[config.mk]
export PLATFORM = sky130hd
export DESIGN_NAME = sram_access_scheduler
export DESIGN_NICKNAME = d
export VERILOG_FILES = /design/src/rtl/sram_access_scheduler.sv
export SDC_FILE = /design/constraint.sdc
export NUM_CORES = 1
export LEC_CHECK = 0
export BUFFER_PORTS_ARGS = -buffer_cell sky130_fd_sc_hd__buf_2
export CAP_MARGIN = 20
export CELL_PAD_IN_SITES_DETAIL_PLACEMENT = 1
export CELL_PAD_IN_SITES_GLOBAL_PLACEMENT = 1
export CORE_ASPECT_RATIO = 1.25
export CORE_MARGIN = 2
export CORE_UTILIZATION = 36
export CTS_BUF_LIST = sky130_fd_sc_hd__clkbuf_2
export CTS_CLUSTER_DIAMETER = 30
export DETAILED_ROUTE_END_ITERATION = 7
export PLACE_DENSITY = 0.89
export SLEW_MARGIN = 15
export SYNTH_ARGS = -nofsm -noshare
export SYNTH_HDL_FRONTEND = slang
export SYNTH_SLANG_ARGS = --single-unit
[constraint.sdc]
create_clock -name i_clk -period 3.6 [get_ports i_clk]
set_clock_uncertainty 0.15 [all_clocks]
set_input_delay 0.18 -clock i_clk [delete_from_list [all_inputs] [get_ports i_clk]]
set_output_delay 0.18 -clock i_clk [all_outputs]
set_load 0.01 [all_outputs]
[src/rtl/sram_access_scheduler.sv]
`default_nettype none
// +------------------------------------------------------------------------+
// | sram_access_scheduler                                                  |
// | Single-port async SRAM sequencer: display reads have priority, two     |
// | write ports share round-robin, bounded read bursts, bus turnaround.    |
// | Rev 1.0                                                                |
// +------------------------------------------------------------------------+
module sram_access_scheduler #(
  parameter int ADDR_W       = 20,
  parameter int DATA_W       = 16,
  parameter int RD_CYCLES    = 2,
  parameter int WR_CYCLES    = 2,
  parameter int MAX_RD_BURST = 4
) (
  input  logic              i_clk,
  input  logic              i_rst_n,
  input  logic              i_rd_valid,
  input  logic [ADDR_W-1:0] i_rd_addr,
  output logic              o_rd_ready,
  output logic              o_rd_valid,
  output logic [DATA_W-1:0] o_rd_data,
  input  logic              i_wr0_valid,
  input  logic [ADDR_W-1:0] i_wr0_addr,
  input  logic [DATA_W-1:0] i_wr0_data,
  output logic              o_wr0_ready,
  input  logic              i_wr1_valid,
  input  logic [ADDR_W-1:0] i_wr1_addr,
  input  logic [DATA_W-1:0] i_wr1_data,
  output logic              o_wr1_ready,
  output logic [ADDR_W-1:0] o_sram_addr,
  output logic [DATA_W-1:0] o_sram_dq,
  output logic              o_sram_dq_oe,
  input  logic [DATA_W-1:0] i_sram_dq,
  output logic              o_sram_ce_n,
  output logic              o_sram_oe_n,
  output logic              o_sram_we_n,
  output logic              o_sram_lb_n,
  output logic              o_sram_ub_n
);

  localparam int MAXC = (RD_CYCLES > WR_CYCLES) ? RD_CYCLES : WR_CYCLES;
  localparam int PH_W = (MAXC > 1) ? $clog2(MAXC) : 1;
  localparam int BC_W = $clog2(MAX_RD_BURST + 1);
  localparam logic [PH_W-1:0] C_RD_LAST   = PH_W'(RD_CYCLES - 1);
  localparam logic [PH_W-1:0] C_WR_LAST   = PH_W'(WR_CYCLES - 1);
  localparam logic [BC_W-1:0] C_BURST_MAX = BC_W'(MAX_RD_BURST);

  typedef enum logic [1:0] {S_IDLE, S_READ, S_WRITE, S_TURN} state_t;

  state_t            r_state;
  logic [PH_W-1:0]   r_phase;
  logic [BC_W-1:0]   r_burst;
  logic              r_rr;
  logic              r_rd_valid;
  logic [DATA_W-1:0] r_rd_data;
  logic [ADDR_W-1:0] r_addr;
  logic [DATA_W-1:0] r_dq;
  logic              r_dq_oe;
  logic              r_ce_n;
  logic              r_oe_n;
  logic              r_we_n;
  logic              r_be_n;

  logic w_idle;
  logic w_any_wr;
  logic w_burst_full;
  logic w_gnt_rd;
  logic w_gnt_wr;
  logic w_wr_sel;

  // Readies are gated by reset so nothing is accepted while the block is held.
  assign w_idle       = (r_state == S_IDLE) && i_rst_n;
  assign w_any_wr     = i_wr0_valid | i_wr1_valid;
  assign w_burst_full = (r_burst == C_BURST_MAX) && w_any_wr;
  assign w_gnt_rd     = w_idle && i_rd_valid && !w_burst_full;
  assign w_gnt_wr     = w_idle && w_any_wr && !w_gnt_rd;
  assign w_wr_sel     = (i_wr0_valid && i_wr1_valid) ? r_rr : i_wr1_valid;

  assign o_rd_ready  = w_gnt_rd;
  assign o_wr0_ready = w_gnt_wr & ~w_wr_sel;
  assign o_wr1_ready = w_gnt_wr & w_wr_sel;

  always_ff @(posedge i_clk or negedge i_rst_n) begin
    if (!i_rst_n) begin
      r_state    <= S_IDLE;
      r_phase    <= '0;
      r_burst    <= '0;
      r_rr       <= 1'b0;
      r_rd_valid <= 1'b0;
      r_rd_data  <= '0;
      r_addr     <= '0;
      r_dq       <= '0;
      r_dq_oe    <= 1'b0;
      r_ce_n     <= 1'b1;
      r_oe_n     <= 1'b1;
      r_we_n     <= 1'b1;
      r_be_n     <= 1'b1;
    end else begin
      r_rd_valid <= 1'b0;
      case (r_state)
        S_IDLE: begin
          r_phase <= '0;
          if (w_gnt_rd) begin
            r_state <= S_READ;
            r_addr  <= i_rd_addr;
            r_ce_n  <= 1'b0;
            r_oe_n  <= 1'b0;
            r_be_n  <= 1'b0;
            if (!w_any_wr)
              r_burst <= '0;
            else if (r_burst != C_BURST_MAX)
              r_burst <= r_burst + 1'b1;
          end else if (w_gnt_wr) begin
            r_state <= S_WRITE;
            r_addr  <= w_wr_sel ? i_wr1_addr : i_wr0_addr;
            r_dq    <= w_wr_sel ? i_wr1_data : i_wr0_data;
            r_dq_oe <= 1'b1;
            r_ce_n  <= 1'b0;
            r_we_n  <= 1'b0;
            r_be_n  <= 1'b0;
            r_rr    <= ~w_wr_sel;
            r_burst <= '0;
          end
        end
        S_READ: begin
          if (r_phase == C_RD_LAST) begin
            r_state    <= S_IDLE;
            r_phase    <= '0;
            r_rd_data  <= i_sram_dq;
            r_rd_valid <= 1'b1;
            r_ce_n     <= 1'b1;
            r_oe_n     <= 1'b1;
            r_be_n     <= 1'b1;
          end else begin
            r_phase <= r_phase + 1'b1;
          end
        end
        S_WRITE: begin
          if (r_phase == C_WR_LAST) begin
            r_state <= S_TURN;
            r_phase <= '0;
            r_we_n  <= 1'b1;
          end else begin
            r_phase <= r_phase + 1'b1;
          end
        end
        S_TURN: begin
          // Data is still driven this cycle so the SRAM sees hold time after WE_N rises.
          r_state <= S_IDLE;
          r_dq_oe <= 1'b0;
          r_ce_n  <= 1'b1;
          r_be_n  <= 1'b1;
        end
        default: r_state <= S_IDLE;
      endcase
    end
  end

  assign o_rd_valid   = r_rd_valid;
  assign o_rd_data    = r_rd_data;
  assign o_sram_addr  = r_addr;
  assign o_sram_dq    = r_dq;
  assign o_sram_dq_oe = r_dq_oe;
  assign o_sram_ce_n  = r_ce_n;
  assign o_sram_oe_n  = r_oe_n;
  assign o_sram_we_n  = r_we_n;
  assign o_sram_lb_n  = r_be_n;
  assign o_sram_ub_n  = r_be_n;

endmodule
`default_nettype wire

==> impl_metrics.json <==
{
  "drive_above_1_share": 0.3922,
  "worstPathMaxFanout": 55,
  "r2r_end": "o_sram_addr[10]",
  "dieArea_um2": 9709,
  "switching_share": 0.3826,
  "synthCells": 296,
  "grt_first_pass_wirelength_um": 18570,
  "yosysWarnings": 0,
  "hold-worst-slack_ns": 0.2771,
  "post_drt_wl_per_cell_um": 17.97,
  "htree_levels": 3,
  "internal_power_mw": 2.210,
  "fin_cells": 682,
  "async_flop_share": 1.000,
  "gp_congestion": 0.8060,
  "portBuffers": 174,
  "grt_usage": 0.2578,
  "rsz0062_at_grt": "no",
  "p_sw_mw": 1.370,
  "p_clk_frac": 0.162,
  "postCtsResizedCells": 0,
  "hold_buffers": 94,
  "seq_power_share": 0.356,
  "fill_cells": 1028,
  "clkTransAtPathRegs_ns": 0.20,
  "remaining_drc_errors": 0,
  "clock_latency_ns": 0.50,
  "placement_rows": 38,
  "clockBufferDepth": 2,
  "max_freq_ghz": 0.3042,
  "relSlewSlack": 0.3433,
  "crit_arrival_ns": 2.96,
  "hp-start": "i_sram_dq[10]",
  "leakagePower_nw": 2.694,
  "die_w_um": 88.53,
  "io_pins": 175,
  "dr.pass1.iters": 4,
  "dpl-instance-area_um2": 4088,
  "post_cts_buffers": 0,
  "root_buffer": "clkbuf_2",
  "numClockSinks": 64,
  "syn_to_final_growth_pct": 61.36,
  "hold_viol": 0,
  "grt_max_degree": 65,
  "cts_tree": "yes",
  "maxCapViolCount": 0,
  "drt_iter0_drc": 78,
  "tightest_slew_ns": 0.9850,
  "yosysUniqueCellTypes": 33,
  "pwr-share-comb": 0.482,
  "finalSetupViolCount": 0,
  "ys_seq_area_frac": 0.4992,
  "fin_setup_tns_ns": 0,
  "p_per_area_nw_per_um2": 689.9,
  "start_util": 0.3696,
  "synth-edff-count": 0,
  "die-height_um": 109.7,
  "syn_area_um2": 3216,
  "endpoint": "o_wr1_ready",
  "r2r_cells": 6,
  "fin_crit_ns": 3.288,
  "final_nets": 677,
  "syn-num-nets": 417,
  "coreArea_um2": 8701,
  "ant_nets": 0,
  "grt.overflow.total": 0,
  "period_share": 0.9132,
  "cts_buffers": 9,
  "maxSlewViolCount": 0,
  "cp.required_ns": 3.27,
  "finalInstanceArea_um2": 5189,
  "end_kind": "output pin",
  "path_class": "reg -> out",
  "ys_ff_latch": 64,
  "hold_class": "in -> reg",
  "worstSetupStartpointType": "register",
  "r2r_slack_ns": 0.39,
  "vias": 3370,
  "r2r-start": "r_state[0]",
  "crit_start": "r_state[0]",
  "wirelength_um": 12250,
  "synth-main-ff-cell": "dfrtp_1",
  "antenna_found_initial": 1,
  "fin_util": 0.5963,
  "grt_pass1_vias": 3754,
  "place_inst": 571,
  "dp_hpwl_um": 6910,
  "status": "completed",
  "ir_worst_vdd_mv": 0.3042,
  "vias_per_cell": 4.941,
  "synth_area_per_cell_um2": 10.86
}
[kinds of logic after synthesis]
group | share of synthesized area
simple gates | 0.1163
mux | 0.1751
flops | 0.4992
buf+inv | 0.05837
compound gates | 0.1198
fa+ha+maj | 0.03113
[area by class of cell]
cell class	instances	area [µm²]	area share
Clock buffer	10	50.05	0.009646
Multi-Input combinational cell	204	1424	0.2744
Antenna cell	1	2.502	0.0004823
Timing Repair Buffer	269	1819	0.3506
Clock inverter	6	107.6	0.02074
Inverter	8	30.03	0.005787
Tap cell	120	150.1	0.02894
Sequential cell	64	1605	0.3094
[critical path: stages, from the launching register on]
cell      delay [ns]
dfrtp_1         0.47
inv_1           0.12
ha_1            0.33
o211ai_4        0.35
a21o_2          0.83
nor2_1          0.17
buf_2           0.21
[power by group through the flow]
stage                     registers [mW]  clock network, mW  logic, mW
after detailed placement            1.27                  0       1.43
after global routing                1.31              0.623       1.88
after global placement              1.25                  0       1.34
after CTS                           1.26              0.588       1.68
final                               1.27              0.582       1.72
after floorplan                     1.39                  0      0.762
[cells in the mapped netlist, types with 2 or more instances]
| library cell | number | share of area |
|---|---|---|
| buf_6 | 7 | 0.025 |
| mux2_2 | 18 | 0.063 |
| nand2_1 | 44 | 0.051 |
| dfstp_2 | 3 | 0.025 |
| nand3_1 | 24 | 0.037 |
| a21o_1 | 2 | 0.0047 |
| buf_2 | 6 | 0.0093 |
| dfrtp_1 | 61 | 0.47 |
| ha_1 | 8 | 0.031 |
| inv_1 | 7 | 0.0082 |
| nor2_1 | 10 | 0.012 |
| o21ai_0 | 14 | 0.022 |
| mux2i_1 | 36 | 0.11 |
| buf_4 | 6 | 0.014 |
| a21oi_1 | 7 | 0.011 |
| o211ai_1 | 20 | 0.047 |
| o31ai_1 | 2 | 0.0047 |
| o21ai_1 | 6 | 0.0093 |
[per-stage QoR]
step	worst slack, ns	power [mW]
6_report	0.3125	3.580
5_1_grt	0.06199	3.820
4_1_cts	0.3390	3.526
3_5_place_dp	0.9087	2.695
3_3_place_gp	1.091	2.591
2_1_floorplan	1.671	2.149
[worst min path at each step]
stage                                to  cells past startpoint
after global routing      o_rd_data[11]                      3
final                     o_rd_data[10]                      3
after CTS                 o_rd_data[10]                      3
after floorplan            o_rd_data[0]                      0
after detailed placement     r_burst[0]                      1
after global placement       r_burst[0]                      1
[state kept, by name, indices dropped and copies added, names as in the netlist]
name / cells
o_rd_data: 16
o_rd_valid: 1
o_sram_addr: 20
o_sram_dq: 16
o_sram_dq_oe: 1
o_sram_lb_n: 1
o_sram_oe_n: 1
o_sram_we_n: 1
r_burst: 3
r_phase: 1
r_rr: 1
r_state: 2
[cell usage in the layout (no fill, tap or decap)]
cell	synthesis	layout
ha_1	8	8
o31ai_1	2	2
o21a_1	1	1
clkinvlp_4	0	1
bufinv_16	0	3
nand2_4	1	1
buf_4	6	1
a21oi_1	7	7
clkbuf_2	0	10
nor3_1	1	1
o21ai_4	1	1
a22o_1	1	1
a21o_1	2	1
o211ai_4	1	1
dlygate4sd3_1	0	94
inv_1	7	7
o211ai_1	20	20
clkinv_2	0	2
nand2_2	1	1
a21o_2	0	1
buf_2	6	174
dfrtp_1	61	61
mux2_2	18	18
nand2b_2	1	1
inv_2	1	1
nor3b_1	1	1
diode_2	0	1
a21boi_0	1	1
o21ai_0	14	14
o21ai_1	6	6
dfstp_2	3	3
a31o_1	1	1
nand3_1	24	24
mux2i_1	36	36
or2_2	1	1
nor2_1	10	10
nand2_1	44	44
and3_1	1	1
[metal layers]
| metal | vias to the layer above | part of all wire | GRT usage |
|---|---|---|---|
| met5 | - | 0 | 0 |
| met4 | 0 | 0.033 | 0.1245 |
| met3 | 29 | 0.045 | 0.04129 |
| met2 | 136 | 0.58 | 0.5070 |
| met1 | 1642 | 0.34 | 0.2544 |
| li1 | 1563 | - | - |
Power figures use the tool's default switching activity.
